==> src/rtl/mem_bus_arbiter.sv <==
// mem_bus_arbiter
//   Shares the single system memory port between four DMA channels and the
//   CPU. Fixed priority, lowest index wins (DMA0 > DMA1 > DMA2 > DMA3 > CPU).
//   One transfer at a time; slave wait states are absorbed through m_ready.
//   A requester holding lock keeps the bus between beats (DMA burst, LDM/STM,
//   SWP) and cannot be preempted while it does.
//
// Ports
//   clk, reset            clock, synchronous active-high reset
//   req[NUM_REQ]          per-requester request, held until its done bit
//   lock[NUM_REQ]         keep the grant after the current transfer
//   we[NUM_REQ]           1 = write, 0 = read
//   byte_en[NUM_REQ]      byte transfer (data on m_wdata[7:0] only)
//   addr, wdata           flattened, requester i at [i*W +: W]
//   grant[NUM_REQ]        registered one-hot owner
//   done[NUM_REQ]         combinational one-hot completion pulse
//   rdata                 m_rdata passthrough, valid with done on a read
//   busy                  arbiter not idle
//   m_addr, m_wdata       slave address / write data
//   m_read_en, m_write_en slave strobes, only while a transfer is active
//   m_byte                slave byte-access flag
//   m_ready, m_rdata      slave completion and read data
module mem_bus_arbiter #(
  parameter int NUM_REQ = 5,
  parameter int ADDR_W  = 32,
  parameter int DATA_W  = 32
) (
  input  logic                      clk,
  input  logic                      reset,
  input  logic [NUM_REQ-1:0]        req,
  input  logic [NUM_REQ-1:0]        lock,
  input  logic [NUM_REQ-1:0]        we,
  input  logic [NUM_REQ-1:0]        byte_en,
  input  logic [NUM_REQ*ADDR_W-1:0] addr,
  input  logic [NUM_REQ*DATA_W-1:0] wdata,
  output logic [NUM_REQ-1:0]        grant,
  output logic [NUM_REQ-1:0]        done,
  output logic [DATA_W-1:0]         rdata,
  output logic                      busy,
  output logic [ADDR_W-1:0]         m_addr,
  output logic [DATA_W-1:0]         m_wdata,
  output logic                      m_read_en,
  output logic                      m_write_en,
  output logic                      m_byte,
  input  logic                      m_ready,
  input  logic [DATA_W-1:0]         m_rdata
);

  localparam int OWN_W = (NUM_REQ > 1) ? $clog2(NUM_REQ) : 1;

  typedef enum logic [1:0] {
    IDLE,
    ACTIVE,
    HOLD
  } state_t;

  state_t             state, next_state;
  logic [OWN_W-1:0]   owner, next_owner;
  logic [NUM_REQ-1:0] next_grant;

  logic               win_valid;
  logic [OWN_W-1:0]   win_idx;

  logic               sel_req;
  logic               sel_lock;
  logic               sel_we;
  logic               sel_byte;
  logic [ADDR_W-1:0]  sel_addr;
  logic [DATA_W-1:0]  sel_wdata;
  logic               active;

  function automatic logic [NUM_REQ-1:0] onehot(input logic [OWN_W-1:0] idx);
    logic [NUM_REQ-1:0] v;
    v = '0;
    for (int i = 0; i < NUM_REQ; i++) begin
      if (idx == OWN_W'(i)) v[i] = 1'b1;
    end
    return v;
  endfunction

  // Priority encoder: scanning from the top down lets the lowest index
  // overwrite any higher one, so the lowest requesting index wins.
  always_comb begin
    // NOTE: every variable written here gets a default first, so no path
    // through the block can leave it unassigned and infer a latch.
    win_valid = 1'b0;
    win_idx   = '0;
    for (int i = NUM_REQ - 1; i >= 0; i--) begin
      if (req[i]) begin
        win_valid = 1'b1;
        win_idx   = OWN_W'(i);
      end
    end
  end

  // Owner attribute mux.
  always_comb begin
    sel_req   = 1'b0;
    sel_lock  = 1'b0;
    sel_we    = 1'b0;
    sel_byte  = 1'b0;
    sel_addr  = '0;
    sel_wdata = '0;
    for (int i = 0; i < NUM_REQ; i++) begin
      if (owner == OWN_W'(i)) begin
        sel_req   = req[i];
        sel_lock  = lock[i];
        sel_we    = we[i];
        sel_byte  = byte_en[i];
        sel_addr  = addr[i*ADDR_W +: ADDR_W];
        sel_wdata = wdata[i*DATA_W +: DATA_W];
      end
    end
  end

  // State, owner and grant registers.
  always_ff @(posedge clk) begin
    // NOTE: sequential state uses non-blocking assignments so every register
    // samples the pre-edge values regardless of statement order.
    if (reset) begin
      state <= IDLE;
      owner <= '0;
      grant <= '0;
    end else begin
      state <= next_state;
      owner <= next_owner;
      grant <= next_grant;
    end
  end

  // Next-state logic.
  always_comb begin
    next_state = state;
    next_owner = owner;
    next_grant = grant;
    unique case (state)
      IDLE: begin
        if (win_valid) begin
          next_state = ACTIVE;
          next_owner = win_idx;
          next_grant = onehot(win_idx);
        end
      end
      ACTIVE: begin
        // A dropped req does not abort: only m_ready ends the access.
        if (m_ready) begin
          if (sel_lock) begin
            next_state = HOLD;
          end else begin
            next_state = IDLE;
            next_grant = '0;
          end
        end
      end
      HOLD: begin
        // Owner's req beats its lock; other requesters are ignored here.
        if (sel_req) begin
          next_state = ACTIVE;
        end else if (!sel_lock) begin
          next_state = IDLE;
          next_grant = '0;
        end
      end
      default: begin
        next_state = IDLE;
        next_grant = '0;
      end
    endcase
  end

  // Slave-side outputs. Gating with reset keeps everything quiet during the
  // reset cycle, so an abandoned transfer never reports done.
  assign active     = (state == ACTIVE) && !reset;
  assign done       = (active && m_ready) ? grant : '0;
  assign m_read_en  = active && !sel_we;
  assign m_write_en = active && sel_we;
  assign m_byte     = active && sel_byte;
  assign m_addr     = active ? sel_addr : '0;
  assign m_wdata    = !active ? '0 :
                      sel_byte ? DATA_W'(sel_wdata[7:0]) : sel_wdata;
  assign rdata      = m_rdata;
  assign busy       = (state != IDLE);

endmodule

==> config.mk <==
export PLATFORM = sky130hd
export DESIGN_NAME = mem_bus_arbiter
export DESIGN_NICKNAME = d
export VERILOG_FILES = /design/src/rtl/mem_bus_arbiter.sv
export SDC_FILE = /design/constraint.sdc
export NUM_CORES = 1
export LEC_CHECK = 0
export ABC_AREA = 0
export BUFFER_PORTS_ARGS = -buffer_cell sky130_fd_sc_hd__buf_2
export CORE_AREA = 2 2 190 192
export CTS_CLUSTER_DIAMETER = 50
export DETAILED_ROUTE_END_ITERATION = 16
export DIE_AREA = 0 0 192 194
export GPL_ROUTABILITY_DRIVEN = 0
export SYNTH_ARGS = -nofsm -noshare
export SYNTH_HDL_FRONTEND = slang
export SYNTH_SLANG_ARGS = --single-unit
==> constraint.sdc <==
create_clock -name clk -period 4.6 [get_ports clk]
set_clock_uncertainty 0.1 [all_clocks]
set_input_delay 0.92 -clock clk [delete_from_list [all_inputs] [get_ports clk]]
set_output_delay 0.92 -clock clk [all_outputs]
set_load 0.05 [all_outputs]
== Yosys cells after proc, flatten, opt, wreduce, memory -nomap -nowiden ==
Index checks and enable logic that the tools add are counted.

* Register bits after elaboration: 10
* Input port bits: 375
* Output and inout bits: 110
* Word-level logic and storage cells: 91

* Equality and inequality tests: 14
* Muxes and demuxes: 60
* Reductions and logical operators: 14

{| class="wikitable"
|+ Operators with widths
! operator !! number
|-
| 32-bit two-way mux || 13
|-
| 1-bit two-way mux || 30
|-
| 5-bit two-way mux || 5
|-
| 3-bit two-way mux || 5
|-
| 5-bit case mux with 3 select lines || 1
|-
| 3-bit by 2-bit equality test with 1-bit output (second input constant) || 4
|-
| 2-bit two-way mux || 5
|-
| 3-bit by 1-bit equality test with 1-bit output (second input constant) || 2
|-
| 3-bit equality test (second input constant) || 2
|-
| 3-bit logical NOT || 2
|-
| 2-bit != test (second input constant) || 3
|-
| 2-bit case mux with 3 select lines || 1
|-
| 3-bit AND reduction || 2
|-
| 1-bit logical AND || 5
|-
| 3-bit != test (second input constant) || 1
|-
| 2-bit by 1-bit equality test with 1-bit output (second input constant) || 1
|-
| 2-bit equality test (second input constant) || 1
|-
| 1-bit logical NOT || 2
|-
| 2-bit logical NOT || 1
|-
| 2-bit AND reduction || 1
|-
| 2-bit nonzero test || 1
|}

== Logic depth before layout (Yosys ltp) ==
* Depth after elaboration: 9
* Mapped depth: 7
* Depth with buffers taken out: 7

== Worst setup path after synthesis ==
Ideal clock, no wire load.

* Path type: input port to output port
* Start: input byte_en[3]
* End: output m_wdata[11]
* Data arrival time: 2.535 ns
* Required time: 3.580 ns
* Slack: 1.045 ns
* Stages: 5
* Buffers on the path: 1
* Cells stage by stage: mux4_2 > a22oi_2 > nand2_2 > buf_6 > nor2_1

* Longest elaborated chain between the ends: 4

{| class="wikitable"
|+ Ends and longest elaborated chain
! what !! RTL line !! source
|-
| start, declared || 33 || <nowiki>input logic [NUM_REQ-1:0] byte_en,</nowiki>
|-
| 1-bit two-way mux (2 in a row) || 105 || <nowiki>if (owner == OWN_W'(i)) begin</nowiki>
|-
| 32-bit two-way mux || 180 || <nowiki>sel_byte ? DATA_W'(sel_wdata[7:0]) : sel_wdata;</nowiki>
|-
| 32-bit two-way mux || 179 || <nowiki>assign m_wdata = !active ? '0 :</nowiki>
|-
| end, declared || 41 || <nowiki>output logic [DATA_W-1:0] m_wdata,</nowiki>
|}

No other way between the ends.

== Worst setup path after layout ==
* Start: input byte_en[0]
* End: output m_wdata[31]

* Longest elaborated chain between the ends: 7

{| class="wikitable"
|+ Ends and longest elaborated chain
! what !! RTL line
|-
| 1-bit two-way mux (5 in a row) || 105
|-
| 32-bit two-way mux || 180
|-
| 32-bit two-way mux || 179
|}

No other way between the ends.

==> results_dict.tcl <==
set metrics [dict create \
    hpwlAfterDp_um 19500 \
    start_kind "input pin" \
    clk_latency_ns 0.24 \
    synth_warnings 0 \
    cts_buffers 3 \
    syn_area_per_cell_um2 9.56 \
    max-vdd-ir-drop_uv 100 \
    power_frac_seq_pct 9.8 \
    slew_headroom_pct 52.6 \
    use_met3_pct 1.39 \
    drc_errors 0 \
    drv_cap 0 \
    fillerInstances 3992 \
    syn_inst 357 \
    num_rows 69 \
    combPwrFrac_pct 76.9 \
    cp-end-kind "output pin" \
    grt_overflow 0 \
    tightest_slew_ns 0.711 \
    die_area_um2 37200 \
    cts_setup_buffers 0 \
    htreeDepth 1 \
    grt_pass1_vias 4893 \
    p_per_area_nw_per_um2 207 \
    cts_buffer_depth 2 \
    first_iter_violations 249 \
    port_buffers 420 \
    timing.fmax_ghz 0.274 \
    required_ns 3.58 \
    p_sw_share_pct 51.0 \
    p_leak_nw 2.87 \
    cts_sinks 10 \
    syn-num-nets 736 \
    busiest_layer "met2" \
    cts_tree "built" \
    fp.coreArea_um2 35200 \
    crit_buf_inv 2 \
    drt_pass1_iterations 4 \
    critical_path.top_delay_family "simple AND/OR/NAND/NOR gates" \
    rsz0062_at_grt "no" \
    fin_crit_sh_pct 79.4 \
    drive_gt1_share_pct 71.1 \
    crit_path_max_incr_delay_ns 0.47 \
    final_util_pct 16.5 \
    worstPathArrival_ns 2.63 \
    holdWs_ns 0.414 \
    synth.distinct_cells 42 \
    cts_root_buf "clkbuf_16" \
    fp.dieH_um 194 \
    intPower_uw 588 \
    status "finished clean" \
    grt_pass1_wl_um 29900 \
    globalRouteTotalUtil_pct 10.9 \
    path_class "input pin to output pin" \
    yosys_register_bits 10 \
    grt_util_met2_pct 18.5 \
    cpMostUsedCell "buf_2" \
    power_frac_clock_pct 13.3 \
    cts_hold_buf 0 \
    setup_viol 0 \
    postRouteAntennaNets 0 \
    die_width_um 192 \
    vias_per_cell 4.02 \
    grt_max_degree 43 \
    period_needed_ns 3.65 \
    finalHoldViolCount 0 \
    start_util_pct 9.69 \
    syn_to_final_growth_pct 70.3 \
    gr-usage-met1_pct 14.1 \
    ys_seq_area_share_pct 5.87 \
    nNetsFinal 1099 \
    syn_area_um2 3410 \
    drv_slew 0 \
    clk_pin_slew_ns 0.04 \
    crit_fanout 24 \
    post_cts_resized 0 \
    hold_class "register to register" \
    num_vias 4767 \
    power.switching_uw 613 \
    wl_per_cell_um 18.5 \
    path_cells "buf_2, mux4_2, a22oi_2, nand2_2, nor2_1, buf_2" \
    critPathSlowestCell "mux4_2" \
    tns_ns 0 \
    antenna_found_initial 5 \
    ios 485 \
    wl_um 21900 \
]
[path summary, 6_finish.rpt]
| path | startpoint | to | slack [ns] | cells after the start |
|---|---|---|---|---|
| worst max-delay path | byte_en[0] | m_wdata[31] | 0.95 | 6 |
| worst min-delay path | grant[2]$_SDFFE_PP0P_ | grant[2]$_SDFFE_PP0P_ | 0.41 | 2 |
| worst max register to register | owner[1]$_SDFFE_PP0P_ | grant[4]$_SDFFE_PP0P_ | 2.32 | 6 |
| worst min register to register | grant[2]$_SDFFE_PP0P_ | grant[2]$_SDFFE_PP0P_ | 0.41 | 2 |
[cells in the final DEF (no fill, tap or decap), types with 2 or more instances in the layout]
master and n:
buf_2 420, nor2_1 76, mux4_2 66, a22oi_1 64
dfxtp_1 8, buf_4 8, diode_2 6, nand2_1 6
inv_1 5, and3_1 5, o211ai_1 5, a21oi_1 4
ha_1 4, mux2i_1 3, nand2b_1 3, clkbuf_16 3
nand2_2 2, and2_1 2, o32ai_1 2, o21ai_1 2
o22ai_1 2, nand3_1 2, o31ai_1 2, o41ai_2 2
nor3_1 2, o21ai_0 2, dfxtp_4 2
[kinds of logic after synthesis]
family | synth area share [%]
AND/OR/NAND/NOR | 13.3
AO/OA/AOI/OAI | 20.9
buffers and inverters | 14.0
multiplexers | 44.4
flip-flops | 5.87
adder cells (fa/ha/maj) | 1.47
[per-layer routing]
layer | wire length (µm) | vias to the layer above
li1 | - | 2134
met3 | 1620 | 53
met1 | 9180 | 2276
met4 | 661 | 2
met5 | 9 | -
met2 | 10500 | 302
[Yosys cell counts (all sizes together)]
| master | count | share of area (%) |
|---|---|---|
| o31ai | 2 | 0.44 |
| buf | 58 | 12 |
| nor2 | 77 | 8.5 |
| mux4 | 66 | 44 |
| or3b | 1 | 0.33 |
| or4 | 1 | 0.22 |
| o211ai | 5 | 1.1 |
| a21oi | 4 | 0.59 |
| clkinv | 1 | 0.11 |
| nand3 | 2 | 0.29 |
| o22ai | 2 | 0.37 |
| nor3 | 2 | 0.29 |
| a22o | 1 | 0.26 |
| a31oi | 1 | 0.18 |
| or2b | 1 | 0.22 |
| o32ai | 2 | 0.51 |
| dfxtp | 10 | 5.9 |
| o21bai | 1 | 0.33 |
| nand4 | 1 | 0.18 |
| or2 | 1 | 0.18 |
| inv | 6 | 0.66 |
| and2 | 2 | 0.37 |
| o41ai | 3 | 1.2 |
| nand2b | 3 | 0.55 |
| ha | 4 | 1.5 |
| o21ai | 4 | 0.59 |
| mux2i | 3 | 0.88 |
| clkbuf | 12 | 1.6 |
| a22oi | 65 | 14 |
| o221a | 2 | 0.92 |
| and3 | 5 | 0.92 |
| nand2 | 8 | 0.95 |
| nand4bb | 1 | 0.33 |
[area by class of cell]
class / instances / area, µm² / area share [%]
inverters: 7 / 26.3 / 0.452
clock buffers: 4 / 78.8 / 1.36
diodes: 6 / 15.0 / 0.258
well taps: 461 / 577 / 9.92
multi-input cells: 270 / 2750 / 47.2
flip-flops and latches: 10 / 208 / 3.57
repair buffers: 428 / 2160 / 37.2
[tightest hold or removal path, delay by kind of cell (launching register included)]
family / cells / cell delay [ns]
flops: 1 / 0.31
compound gates: 2 / 0.16
[power by group through the flow]
stage | sequential (mW) | clock [mW] | combinational, mW
floorplan | 0.119 | 0 | 0.699
global placement | 0.120 | 0 | 0.917
detailed placement | 0.120 | 0 | 0.929
CTS | 0.119 | 0.160 | 0.931
global route | 0.121 | 0.167 | 0.993
finish | 0.118 | 0.159 | 0.924
[through the flow]
step                instances  total power [mW]  worst slack [ns]  cell area, µm²
finish                   1186              1.20             0.949            5810
global route             1182              1.28             0.758            5800
CTS                      1180              1.21             0.888            5800
detailed placement       1176              1.05             0.892            5720
global placement         1176              1.04             0.906            5720
floorplan                 357             0.819              1.04            3410
[sequential cells by signal (all words and copies together) (netlist names)]
name	cells
state	2
owner	3
grant	5
Power figures use the tool's default switching activity.
